`config.mk`:
```
export PLATFORM = sky130hd
export DESIGN_NAME = bcd_4digits_to_bin_flat
export DESIGN_NICKNAME = d
export VERILOG_FILES = /design/src/rtl/bcd_4digits_to_bin_if.sv /design/src/rtl/bcd_4digits_to_bin.sv /design/src/flat_wrapper.sv
export SDC_FILE = /design/constraint.sdc
export NUM_CORES = 1
export LEC_CHECK = 0
export ABC_AREA = 1
export BUFFER_PORTS_ARGS = -buffer_cell sky130_fd_sc_hd__buf_4
export CAP_MARGIN = 0
export CORE_ASPECT_RATIO = 1.1
export CORE_MARGIN = 2
export CORE_UTILIZATION = 35
export CTS_CLUSTER_DIAMETER = 120
export DETAILED_ROUTE_END_ITERATION = 10
export HOLD_SLACK_MARGIN = 0.06
export PLACE_DENSITY = 0.67
export SYNTH_ARGS = -nofsm -noshare
export SYNTH_HDL_FRONTEND = slang
export SYNTH_SLANG_ARGS = --single-unit
```
`constraint.sdc`:
```
create_clock -name clk -period 1.1 [get_ports clk]
set_input_delay 0 -clock clk [delete_from_list [all_inputs] [get_ports clk]]
set_output_delay 0 -clock clk [all_outputs]
set_load 0.02 [all_outputs]
```
`src/rtl/bcd_4digits_to_bin_if.sv`:
```
// Handshake and data bundle for bcd_4digits_to_bin.
// Signals:
//   start             conversion request (master -> slave)
//   D_mi/D_ce/D_de/D_un  thousands/hundreds/tens/units BCD digits (master -> slave)
//   bin_out           14-bit binary result, held until next completion (slave -> master)
//   busy              high while the converter is shifting (slave -> master)
//   done              one-cycle completion pulse (slave -> master)
//   err               invalid-digit flag of the last conversion (slave -> master)
interface bcd_4digits_to_bin_if;
  logic        start;
  logic [3:0]  D_un;
  logic [3:0]  D_de;
  logic [3:0]  D_ce;
  logic [3:0]  D_mi;
  logic [13:0] bin_out;
  logic        busy;
  logic        done;
  logic        err;

  modport master (
    output start, D_un, D_de, D_ce, D_mi,
    input  bin_out, busy, done, err
  );

  modport slave (
    input  start, D_un, D_de, D_ce, D_mi,
    output bin_out, busy, done, err
  );
endinterface

```
`src/rtl/bcd_4digits_to_bin.sv`:
```
// Sequential four-digit BCD to 14-bit binary converter (reverse double-dabble,
// one bit per clock, 14 clocks per conversion).
// Ports:
//   clk    system clock, rising edge
//   rst_n  synchronous active-low reset
//   bif    bcd_4digits_to_bin_if.slave (start, digits in; bin_out/busy/done/err out)
// Optional feature macro: BCD_DIGIT_CHECK_EN -- digits > 9 abort straight to
// DONE with bin_out=0 and err=1; when undefined err is tied low.
module bcd_4digits_to_bin (
  input logic                 clk,
  input logic                 rst_n,
  bcd_4digits_to_bin_if.slave bif
);

  localparam int unsigned DigW  = 4;
  localparam int unsigned NDig  = 4;
  localparam int unsigned BinW  = 14;
  localparam int unsigned WorkW = 30;
  localparam int unsigned CntW  = 4;
  localparam logic [CntW-1:0] LastCnt = CntW'(BinW - 1);

  typedef enum logic [1:0] {
    IDLE  = 2'd0,
    SHIFT = 2'd1,
    DONE  = 2'd2
  } state_e;

  state_e             state_q, state_d;
  logic [WorkW-1:0]   work_q, work_d;
  logic [WorkW-1:0]   shifted;
  logic [CntW-1:0]    cnt_q, cnt_d;
  logic [BinW-1:0]    bin_q, bin_d;
  logic               busy_q, busy_d;
  logic               done_q, done_d;

`ifdef BCD_DIGIT_CHECK_EN
  logic               err_q, err_d;
  logic               digit_bad;

  assign digit_bad = (bif.D_un > 4'd9) || (bif.D_de > 4'd9) ||
                     (bif.D_ce > 4'd9) || (bif.D_mi > 4'd9);
`endif

  // One reverse double-dabble step: shift right, then pull each BCD nibble
  // that now holds >= 8 back by 3 (a digit's LSB arriving as 8 is worth 5).
  always_comb begin
    shifted = work_q >> 1;
    for (int i = 0; i < NDig; i++) begin
      if (shifted[BinW + i*DigW +: DigW] >= 4'd8) begin
        shifted[BinW + i*DigW +: DigW] = shifted[BinW + i*DigW +: DigW] - 4'd3;
      end
    end
  end

  // State and datapath registers.
  always_ff @(posedge clk) begin
    if (!rst_n) begin
      state_q <= IDLE;
      work_q  <= '0;
      cnt_q   <= '0;
      bin_q   <= '0;
      busy_q  <= 1'b0;
      done_q  <= 1'b0;
`ifdef BCD_DIGIT_CHECK_EN
      err_q   <= 1'b0;
`endif
    end else begin
      state_q <= state_d;
      work_q  <= work_d;
      cnt_q   <= cnt_d;
      bin_q   <= bin_d;
      busy_q  <= busy_d;
      done_q  <= done_d;
`ifdef BCD_DIGIT_CHECK_EN
      err_q   <= err_d;
`endif
    end
  end

  // Next-state logic.
  always_comb begin
    state_d = state_q;
    case (state_q)
      IDLE: begin
        if (bif.start) begin
`ifdef BCD_DIGIT_CHECK_EN
          state_d = digit_bad ? DONE : SHIFT;
`else
          state_d = SHIFT;
`endif
        end
      end
      SHIFT:   if (cnt_q == LastCnt) state_d = DONE;
      DONE:    state_d = IDLE;
      default: state_d = IDLE;
    endcase
  end

  // Datapath and registered-output next values.
  always_comb begin
    work_d = work_q;
    cnt_d  = cnt_q;
    bin_d  = bin_q;
    busy_d = (state_d == SHIFT);
    done_d = (state_d == DONE);
`ifdef BCD_DIGIT_CHECK_EN
    err_d  = err_q;
`endif
    case (state_q)
      IDLE: begin
        if (bif.start) begin
          // Thousands in the top nibble down to units just above the bin field.
          work_d = {bif.D_mi, bif.D_ce, bif.D_de, bif.D_un, BinW'(0)};
          cnt_d  = '0;
`ifdef BCD_DIGIT_CHECK_EN
          if (digit_bad) begin
            bin_d = '0;
            err_d = 1'b1;
          end
`endif
        end
      end
      SHIFT: begin
        work_d = shifted;
        cnt_d  = cnt_q + CntW'(1);
        if (cnt_q == LastCnt) begin
          bin_d = shifted[BinW-1:0];
`ifdef BCD_DIGIT_CHECK_EN
          err_d = 1'b0;
`endif
        end
      end
      default: ;
    endcase
  end

  assign bif.bin_out = bin_q;
  assign bif.busy    = busy_q;
  assign bif.done    = done_q;
`ifdef BCD_DIGIT_CHECK_EN
  assign bif.err     = err_q;
`else
  assign bif.err     = 1'b0;
`endif

endmodule

```
`src/flat_wrapper.sv`:
```
// flat-port wrapper written by rule: the top's interface ports become plain ports
module bcd_4digits_to_bin_flat 
  (clk, rst_n, bif_start, bif_D_un, bif_D_de, bif_D_ce, bif_D_mi, bif_bin_out, bif_busy, bif_done, bif_err);
  bcd_4digits_to_bin_if bif_i ();
  input logic clk;
  input logic rst_n;
  input wire logic [$bits(bif_i.start)-1:0] bif_start;
  input wire logic [$bits(bif_i.D_un)-1:0] bif_D_un;
  input wire logic [$bits(bif_i.D_de)-1:0] bif_D_de;
  input wire logic [$bits(bif_i.D_ce)-1:0] bif_D_ce;
  input wire logic [$bits(bif_i.D_mi)-1:0] bif_D_mi;
  output wire logic [$bits(bif_i.bin_out)-1:0] bif_bin_out;
  output wire logic [$bits(bif_i.busy)-1:0] bif_busy;
  output wire logic [$bits(bif_i.done)-1:0] bif_done;
  output wire logic [$bits(bif_i.err)-1:0] bif_err;
  assign bif_i.start = bif_start;
  assign bif_i.D_un = bif_D_un;
  assign bif_i.D_de = bif_D_de;
  assign bif_i.D_ce = bif_D_ce;
  assign bif_i.D_mi = bif_D_mi;
  assign bif_bin_out = bif_i.bin_out;
  assign bif_busy = bif_i.busy;
  assign bif_done = bif_i.done;
  assign bif_err = bif_i.err;
  bcd_4digits_to_bin u_core (.clk(clk), .rst_n(rst_n), .bif(bif_i));
endmodule
```
==> run_results.csv <==
group,metric,value,unit
power_and_ir_drop,p_clk_share,29.0,%
min_path,hold_path.class,"input pin to flip-flop",
power_and_ir_drop,switchingPower,1.18,mW
power_and_ir_drop,max-vdd-ir-drop,0.669,mV
sta,max_freq,832,MHz
cts,clkLatencyLatePin,0.31,ns
yosys,synth_cell_types,22,
cts,ctsRootBufferMaster,"clkbuf_8",
sta,hold_violations,0,
yosys,synth.largest_area_cell,"dfxtp_1",
floorplan,num_io_pins,36,
placed_design,gp_congestion,0.797,
floorplan,core,6480,µm²
setup_path,required,1.32,ns
drt,drt_iter0_drc,89,
drt,vias_per_cell,4.78,
power_and_ir_drop,leakage,1.71,nW
sta,fin_crit_sh,109,%
global_route,grt_pass1_vias,2041,
setup_path,cp_max_fo,7,
setup_path,worstPathArrival,1.42,ns
drt,post_drt_wl_per_cell,13.1,µm
final_layout,syn_to_final_growth,59.0,%
power_and_ir_drop,power_frac_seq,49.8,%
floorplan,die_area,7240,µm²
floorplan,die_height,89.1,µm
setup_path,path_class,"flip-flop to flip-flop",
yosys,synth_top_area_share,44.3,%
sta,clock_skew,0.00813,ns
cts,clkTransAtPathRegs,0.10,ns
flow_run,drv_cap,0,
floorplan,initial_core_util,35.5,%
final_layout,nNetsFinal,440,
setup_path,reg2reg_to,"u_core.bif.bin_out[5]",
global_route,grt_usage,16.6,%
drt,dr.pass1.iters,4,
yosys,synth_nets,357,
cts,cts-htree-levels,2,
power_and_ir_drop,p_sw_share,29.7,%
placed_design,place_area,2840,µm²
run_status,status,"finished with violations",
placed_design,hpwl,3.90,mm
power_and_ir_drop,p_per_area,1090,nW/µm²
cts,clockBufferDepth,2,
power_and_ir_drop,p_int,2.80,mW
final_layout,drive_above_1_share,43.5,%
sta,fin_crit,1.20,ns
min_path,hold_path_depth,5,
cts,cts.sinks,51,
floorplan,die_w,81.3,µm
yosys,synthTopCellsByArea,"dfxtp_1, nand2_1, nand3_1, a21oi_1, nor2_1",
power_and_ir_drop,pwr-share-comb,21.3,%
drt,num_vias,2371,
final_layout,diodes,0,
sta,holdWs,0.0642,ns
yosys,ys_warn_count,0,
drt,drc,0,
yosys,syn-cell-area,2300,µm²
run_status,violations,"negative setup slack",
yosys,synth-seq-area-share,44.3,%
min_path,min_to,"u_core.work_q[24]",
min_path,holdCritStartpoint,"bif_D_ce[2]",
cts,cts_tree,"built",
setup_path,start_kind,"flip-flop",
setup_path,worstSetupEndpointType,"flip-flop",
sta,finalMaxSlewViolations,0,
setup_path,timing.rr.start,"u_core.cnt_q[1]",
final_layout,final_area,3660,µm²
final_layout,n_fill_cell,553,
setup_path,rr_worst_depth,8,
placed_design,io_buffers,34,
global_route,grt-ovfl-total,0,
global_route,antenna_found_initial,0,
setup_path,rrSetupSlack,-0.10,ns
global_route,grt_first_pass_wirelength,9.32,mm
sta,setup_slack,-0.102,ns
yosys,synth-seq-cells,51,
yosys,syn_inst,330,
sta,rsz0062_at_grt,"true",
drt,drt-total-wl,6.51,mm
drt,drtAntennaViolNets,0,
floorplan,num_rows,31,
global_route,grt_max_degree,19,
final_layout,utilization,56.5,%
cts,numCtsBuffers,5,
yosys,avgSynthCellArea,6.98,µm²
sta,setup_viol,45,
## how the worst max path moves through the flow
stage                             endpoint       startpoint  slack, ns
floorplan           u_core.bif.bin_out[10]  u_core.cnt_q[1]      -0.04
global placement     u_core.bif.bin_out[1]  u_core.cnt_q[1]       -0.1
detailed placement   u_core.bif.bin_out[6]  u_core.cnt_q[1]      -0.16
CTS                  u_core.bif.bin_out[5]  u_core.cnt_q[1]      -0.08
global route         u_core.bif.bin_out[2]  u_core.cnt_q[1]      -0.17
finish               u_core.bif.bin_out[5]  u_core.cnt_q[1]      -0.10
## flip-flops by register name, summed over array words and instances, names as in the netlist
signal	flops
u_core.bif.bin_out	14
u_core.bif.busy	1
u_core.bif.done	1
u_core.cnt_q	4
u_core.state_q	2
u_core.work_q	29
## per-layer routing
layer	global-route usage, %	vias to the layer above	routed length (µm)
met5	0	-	0
met4	4.47	0	92
met3	3.33	12	369
met2	28.5	65	3340
met1	21.2	1097	2710
li1	-	1197	-
## area by class of cell
class | count | area, µm² | share of cell area (%)
Tap cell | 82 | 103 | 2.80
Inverter | 30 | 120 | 3.28
Timing Repair Buffer | 91 | 827 | 22.6
Clock buffer | 5 | 68.8 | 1.88
Timing Repair inverter | 1 | 7.51 | 0.205
Multi-Input combinational cell | 233 | 1470 | 40.0
Sequential cell | 51 | 1040 | 28.4
Clock inverter | 3 | 28.8 | 0.786
## power by group through the flow
| stage | registers (mW) | clock network, mW | logic (mW) |
|---|---|---|---|
| after floorplan | 2.00 | 0 | 0.310 |
| after global placement | 2.00 | 0 | 0.552 |
| after detailed placement | 2.00 | 0 | 0.559 |
| after CTS | 1.97 | 1.19 | 0.667 |
| after global routing | 1.99 | 1.27 | 0.919 |
| final | 1.98 | 1.15 | 0.846 |
## worst max-delay path, cell delays in order (launching register included)
cell,delay [ns]
dfxtp_2,0.35
inv_2,0.05
ha_4,0.15
nand3_4,0.09
nor2_4,0.06
nand2_4,0.10
clkinvlp_4,0.17
nand2_1,0.10
nand2_1,0.04
## metrics by stage
step	std cells	setup TNS, ns	total power [mW]	setup slack [ns]
final	496	-2.62	3.98	-0.102
after floorplan	330	-0.402	2.31	-0.0425
after CTS	490	-0.996	3.82	-0.0839
after detailed placement	463	-3.44	2.56	-0.160
after global placement	463	-2.36	2.55	-0.0983
after global routing	496	-5.71	4.17	-0.173
## cell usage after synthesis
cell      number
inv_1         27
nand2_4        1
nand2_2        1
dfxtp_1       51
buf_1          1
a21oi_1       27
o211ai_1       1
clkinv_1       1
nand2_1      110
conb_1         1
nor2_1        31
buf_2          5
nand3_1       38
inv_2          2
nor2_4         1
o21ai_0       11
buf_4          5
clkbuf_1       3
buf_6          2
nor2_2         2
ha_1           8
or2_1          1
## what timing repair did
| item | 4_1_cts | 5_1_grt |
|---|---|---|
| cloned | 1 | 2 |
| gates resized for setup | 42 | 93 |
| buffers inserted | 5 | 3 |
| pin swaps | 19 | 39 |
| endpoints found under the hold margin | 19 | 1 |
| setup endpoints to repair | 49 | 51 |
| hold buffers | 14 | 1 |
## cells in the final DEF, fill, tap and decap left out, types with 10 or more instances in the layout
cell type,count
nand2_1,81
nand2_2,16
nand2_4,15
buf_4,56
dfxtp_1,42
nor2_1,26
dlygate4sd3_1,15
inv_1,19
a21oi_1,10
buf_6,17
nand3_1,25
a21oi_2,17
## cells by family (layout without fill, tap and decap cells)
group,Yosys count,in the layout,synth area share (%)
adders and majority gates,8,8,4.35
AOI/OAI and AO/OA,39,39,8.59
buffers and inverters,46,130,9.24
DFF,51,51,44.3
other,1,1,0.163
and+or+nand+nor,185,185,33.3
No activity file was read; power rests on OpenSTA's default activity.
